<file path="src/rtl/cnt_seq_pkg.sv">
// cnt_seq_pkg: mode/state encodings and sequence-table helpers for the 3-bit sequence counter.
//   seq_start(m)      first value of sequence m
//   seq_terminal(m)   last value of sequence m (before wrap)
//   seq_legal(m, v)   1 when v is a member of sequence m
package cnt_seq_pkg;

    localparam int CNT_W = 3;

    typedef enum logic [1:0] {
        MODE_UP   = 2'b00,
        MODE_DOWN = 2'b01,
        MODE_ODD  = 2'b10,
        MODE_GRAY = 2'b11
    } mode_e;

    typedef enum logic [1:0] {
        ST_IDLE = 2'b00,
        ST_RUN  = 2'b01,
        ST_DONE = 2'b10
    } state_e;

    function automatic logic [CNT_W-1:0] seq_start(mode_e m);
        return (m == MODE_DOWN) ? 3'd7 : 3'd0;
    endfunction

    function automatic logic [CNT_W-1:0] seq_terminal(mode_e m);
        return (m == MODE_DOWN) ? 3'd0 : (m == MODE_GRAY) ? 3'd4 : 3'd7;
    endfunction

    // Only odd-skip has holes: 2, 4 and 6 never appear in it.
    function automatic logic seq_legal(mode_e m, logic [CNT_W-1:0] v);
        return (m != MODE_ODD) || (v == '0) || v[0];
    endfunction

endpackage

</file>
<file path="src/rtl/seq_next_logic.sv">
// seq_next_logic: combinational successor of a count value under a sequence mode.
//   count_i  present count
//   mode_i   sequence mode
//   nxt_o    successor value (out-of-sequence odd-skip values map to 0)
module seq_next_logic
    import cnt_seq_pkg::*;
#(
    parameter int WIDTH = 3
) (
    input  logic [WIDTH-1:0] count_i,
    input  mode_e            mode_i,
    output logic [WIDTH-1:0] nxt_o
);
    logic [WIDTH-1:0] bin;
    logic [WIDTH-1:0] bin_inc;
    logic [WIDTH-1:0] odd_nxt;

    // Gray successor: decode to binary, increment, re-encode.
    always_comb begin
        bin = '0;
        for (int i = 0; i < WIDTH; i++) bin[i] = ^(count_i >> i);
    end

    assign bin_inc = bin + WIDTH'(1);

    // 0 -> 1, odd -> odd+2, top value and even holes -> 0.
    assign odd_nxt = (count_i == '0) ? WIDTH'(1) :
                     (!count_i[0] || count_i == '1) ? '0 : count_i + WIDTH'(2);

    assign nxt_o = (mode_i == MODE_UP)   ? count_i + WIDTH'(1) :
                   (mode_i == MODE_DOWN) ? count_i - WIDTH'(1) :
                   (mode_i == MODE_ODD)  ? odd_nxt :
                                           bin_inc ^ (bin_inc >> 1);

endmodule

</file>
<file path="src/rtl/count_seq_controller.sv">
// count_seq_controller: start/stop/pause sequencer for a 3-bit multi-sequence counter.
//   clk, rst (async, active-low)
//   start/stop/pause/one_shot/load/load_val/mode  run commands (start/load/mode/one_shot used in IDLE only)
//   count  registered count       nxt      successor under the active mode
//   busy   RUN state              tc       terminal value reached while running
//   done   one-cycle one-shot end illegal  one-cycle pulse after correcting an out-of-sequence value
module count_seq_controller
    import cnt_seq_pkg::*;
#(
    parameter int WIDTH = 3
) (
    input  logic             clk,
    input  logic             rst,
    input  logic             start,
    input  logic             stop,
    input  logic             pause,
    input  logic             one_shot,
    input  logic             load,
    input  logic [WIDTH-1:0] load_val,
    input  logic [1:0]       mode,
    output logic [WIDTH-1:0] count,
    output logic [WIDTH-1:0] nxt,
    output logic             busy,
    output logic             tc,
    output logic             done,
    output logic             illegal
);
    state_e           state_q, state_d;
    mode_e            mode_q, mode_d;
    mode_e            act_mode;
    logic             one_shot_q, one_shot_d;
    logic             illegal_q, illegal_d;
    logic [WIDTH-1:0] count_q, count_d;
    logic [WIDTH-1:0] cand;

    assign act_mode = (state_q == ST_IDLE) ? mode_e'(mode) : mode_q;

    seq_next_logic #(.WIDTH(WIDTH)) u_next (
        .count_i(count_q),
        .mode_i (act_mode),
        .nxt_o  (nxt)
    );

    // Value a run would begin from: a coincident load wins over the held count.
    assign cand = load ? load_val : count_q;

    always_comb begin
        state_d    = state_q;
        count_d    = count_q;
        mode_d     = mode_q;
        one_shot_d = one_shot_q;
        illegal_d  = 1'b0;
        case (state_q)
            ST_IDLE: begin
                if (load || start) begin
                    count_d   = seq_legal(mode_e'(mode), cand) ? cand : seq_start(mode_e'(mode));
                    illegal_d = !seq_legal(mode_e'(mode), cand);
                end
                if (start) begin
                    mode_d     = mode_e'(mode);
                    one_shot_d = one_shot;
                    state_d    = ST_RUN;
                end
            end
            ST_RUN: begin
                if (stop) begin
                    state_d = ST_IDLE;
                end else if (!pause) begin
                    if (one_shot_q && count_q == seq_terminal(mode_q)) state_d = ST_DONE;
                    else count_d = nxt;
                end
            end
            ST_DONE: state_d = ST_IDLE;
            default: state_d = ST_IDLE;
        endcase
    end

    always_ff @(posedge clk or negedge rst) begin
        if (!rst) begin
            state_q    <= ST_IDLE;
            count_q    <= '0;
            mode_q     <= MODE_UP;
            one_shot_q <= 1'b0;
            illegal_q  <= 1'b0;
        end else begin
            state_q    <= state_d;
            count_q    <= count_d;
            mode_q     <= mode_d;
            one_shot_q <= one_shot_d;
            illegal_q  <= illegal_d;
        end
    end

    assign count   = count_q;
    assign busy    = (state_q == ST_RUN);
    assign tc      = busy && (count_q == seq_terminal(mode_q));
    assign done    = (state_q == ST_DONE);
    assign illegal = illegal_q;

endmodule

</file>
<file path="config.mk">
export PLATFORM = sky130hd
export DESIGN_NAME = count_seq_controller
export DESIGN_NICKNAME = d
export VERILOG_FILES = /design/src/rtl/cnt_seq_pkg.sv /design/src/rtl/seq_next_logic.sv /design/src/rtl/count_seq_controller.sv
export SDC_FILE = /design/constraint.sdc
export NUM_CORES = 1
export LEC_CHECK = 0
export CAP_MARGIN = 25
export CORE_MARGIN = 8
export CORE_UTILIZATION = 50
export DETAILED_ROUTE_END_ITERATION = 8
export HOLD_SLACK_MARGIN = 0.1
export PLACE_DENSITY = 0.8
export SLEW_MARGIN = 20
export SYNTH_ARGS = -nofsm -noshare
export SYNTH_HDL_FRONTEND = slang
export SYNTH_SLANG_ARGS = --single-unit
</file>
<file path="constraint.sdc">
create_clock -name clk -period 3.5 [get_ports clk]
set_input_delay 0.875 -clock clk [delete_from_list [all_inputs] [get_ports clk]]
set_output_delay 0.875 -clock clk [all_outputs]
set_load 0.02 [all_outputs]
</file>
==> flow_metrics.py <==
metrics = {
    "global_routing": {
        "grt-ovfl-total": 0,
        "grt_max_degree": 14,
        "grt_pass1_wl_um": 3880,
        "grt_util_all_layers_pct": 14.3,
        "antenna_found_initial": 0,
        "grt_pass1_vias": 826,
    },
    "power_and_ir_drop": {
        "leakagePower_uw": 0.000469,
        "intPower_uw": 444,
        "switchingPower_uw": 399,
        "power_density_nw_per_um2": 789,
        "p_sw_share_pct": 47.3,
        "clkPwrFrac_pct": 9.2,
        "comb_power_share_pct": 65.9,
        "seq_power_share_pct": 24.8,
        "finalPower_uw": 844,
        "ir_worst_vdd_mv": 0.434,
    },
    "routing": {
        "post-route-drc-count": 0,
        "vias": 808,
        "first_pass_iters": 4,
        "ant_nets": 0,
        "vias_per_cell": 5.99,
        "drt-total-wl_um": 2160,
        "detail_route.iter0.violations": 17,
        "wire_per_inst_um": 16.0,
    },
    "timing": {
        "timing.setup.tns_ps": 0,
        "clock.fmax_mhz": 291,
        "finalClockSkew_ps": 4.71,
        "final_max_slew_viol_count": 0,
        "final.period_utilization_pct": 98.2,
        "final-setup-viol-count": 0,
        "slew_headroom_pct": 60.6,
        "hold_viol_final": 0,
        "fin_crit_ps": 3440,
        "worst_slack_ps": 64.5,
        "rsz0062_at_grt": "true",
        "tightest_slew_ps": 585,
    },
    "clock_tree": {
        "cts_buffers": 3,
        "clockBufferDepth": 2,
        "clk_latency_ps": 250,
        "postCtsSetupBuffers": 0,
        "htreeDepth": 1,
        "cts_tree": "yes",
        "numClockSinks": 9,
        "clk_pin_slew_ps": 60,
        "cts-root-buf": "clkbuf_4",
    },
    "cells_and_area": {
        "drive_gt1_share_pct": 16.0,
        "fin_area_um2": 1070,
        "syn_to_final_growth_pct": 34.6,
        "nNetsFinal": 137,
        "fillCellCount": 124,
        "n_antenna_cell": 0,
    },
    "critical_path": {
        "worstPathCellList": "clkdlybuf4s50_1 -> or3b_4 -> and2_4 -> buf_4 -> a211oi_1 -> a21oi_2 -> buf_4",
        "worstPathMaxFanout": 8,
        "slowest_delay_ps": 490,
        "cp_data_required_time_ps": 2620,
        "slowest_stage": "clkdlybuf4s50_1",
        "cp_common_cell": "buf_4",
        "critPathTopFamily": "buffers and inverters",
        "criticalPathCategory": "input pin to primary output",
        "crit_arrival_ps": 2560,
        "crit_path_end_kind": "primary output",
        "cp-start-kind": "input pin",
        "cp_num_buf_inv": 3,
    },
    "logic_synthesis": {
        "synth_seq_area_share_pct": 28.3,
        "netlist_instances": 92,
        "synthFlopType": "dfrtp_1",
        "synth-edff-count": 0,
        "synth-async-reset-ratio_pct": 100,
        "synth_fp_nets": 109,
        "yosys_warnings": 0,
        "synth_cell_types": 38,
        "synth_area_um2": 795,
        "avgSynthCellArea_um2": 8.64,
        "synth-seq-cells": 9,
    },
    "floorplan": {
        "core-area_um2": 1510,
        "rows": 14,
        "dieArea_um2": 3120,
        "io-pin-count": 22,
        "die_x_um": 55.9,
        "start_util_pct": 52.7,
        "die_h_um": 55.9,
    },
    "worst_hold_path": {
        "min_path_type": "register to register",
    },
    "run_status": {
        "status": "finished, final reports clean",
    },
    "placed_design": {
        "portBuffers": 21,
        "dpl_worst_slack_ps": -458,
        "finalWeightedCongestion": 0.866,
        "place_hpwl_um": 1730,
        "dpl_cell_area_um2": 1050,
    },
    "job": {
        "drv_cap": 0,
    },
}
[cells in the mapped netlist (2+ instances only)]
cell	n	area, um2
nand2b_1	2	12.5
o211ai_1	2	15.0
inv_1	6	22.5
nand2_1	5	18.8
and3_1	3	18.8
nor2b_1	3	18.8
mux2_2	3	33.8
a211oi_1	5	37.5
a31oi_1	2	12.5
nand3_1	3	15.0
clkbuf_1	2	7.51
o21ai_0	6	30.0
a21oi_1	5	25.0
o21a_1	2	15.0
ha_1	5	62.6
dfrtp_1	9	225
mux2i_1	3	30.0
nor3_1	2	10.0
nor2_1	5	18.8
[routing by layer]
| metal | vias up | wire length, um | GRT usage [%] |
|---|---|---|---|
| li1 | 395 | - | - |
| met1 | 398 | 929 | 18.0 |
| met2 | 13 | 1160 | 25.5 |
| met3 | 2 | 58 | 2.51 |
| met4 | 0 | 12 | 1.03 |
| met5 | - | 0 | 0 |
[path summary, 6_finish.rpt]
kind | slack [ps] | depth (start not counted) | endpoint | startpoint
hold / removal | 540 | 1 | one_shot_q | one_shot_q
setup / recovery | 60 | 7 | nxt[2] | mode[1]
max in group asynchronous | 2270 | 1 | state_q[0] | rst
setup reg to reg | 1380 | 6 | count[0] | count[0]
min in group asynchronous | 930 | 1 | count[1] | rst
hold reg to reg | 540 | 1 | one_shot_q | one_shot_q
[through the flow]
step                      hold WS (ps)  utilization (%)  std cells
after floorplan                    482                -         92
after global placement             518             69.4        131
after detailed placement           533             69.4        131
after CTS                          547             70.7        135
after global routing               570             71.0        135
final                              541             71.0        135
[area by class of cell]
cell class | count | area [um2] | share of cell area [%]
multi-input cells | 73 | 533 | 49.8
clock buffers | 4 | 26.3 | 2.46
inverters | 6 | 22.5 | 2.11
flip-flops and latches | 9 | 225 | 21.1
repair buffers | 27 | 243 | 22.7
well taps | 16 | 20.0 | 1.87
[placed cells by master, fill, tap and decap left out, drive strengths merged, types with 5 or more instances in the layout]
cell            n
a211oi          5
a21oi           5
buf             8
clkbuf          5
clkdlybuf4s50  18
dfrtp           9
ha              5
inv             6
nand2           5
nor2            5
o21ai           6
[registers in the layout (all words and copies together), names as in the netlist]
register / count
count: 3
illegal: 1
mode_q: 2
state_q: 2
one_shot_q: 1
[logic make-up after synthesis]
group,Yosys count,share of synthesized area (%)
compound gates,30,26.1
simple gates,31,22.7
flops,9,28.3
xor+xnor,1,1.10
mux,6,8.03
fa+ha+maj,5,7.87
buf+inv,10,5.83
[power by group through the flow]
| stage | Combinational, uW | Clock, uW | Sequential (uW) |
|---|---|---|---|
| 2_1_floorplan | 352 | 0 | 189 |
| 3_3_place_gp | 547 | 0 | 206 |
| 3_5_place_dp | 562 | 0 | 210 |
| 4_1_cts | 547 | 81.6 | 207 |
| 5_1_grt | 612 | 89.3 | 219 |
| 6_report | 556 | 78.0 | 209 |
[timing repair]
action / in CTS / in global routing
pin swaps: 0 / 1
hold buffers: 0 / 0
endpoints found under the setup margin: 3 / 2
resized for setup: 11 / 4
(Power assumes the default switching activity.)
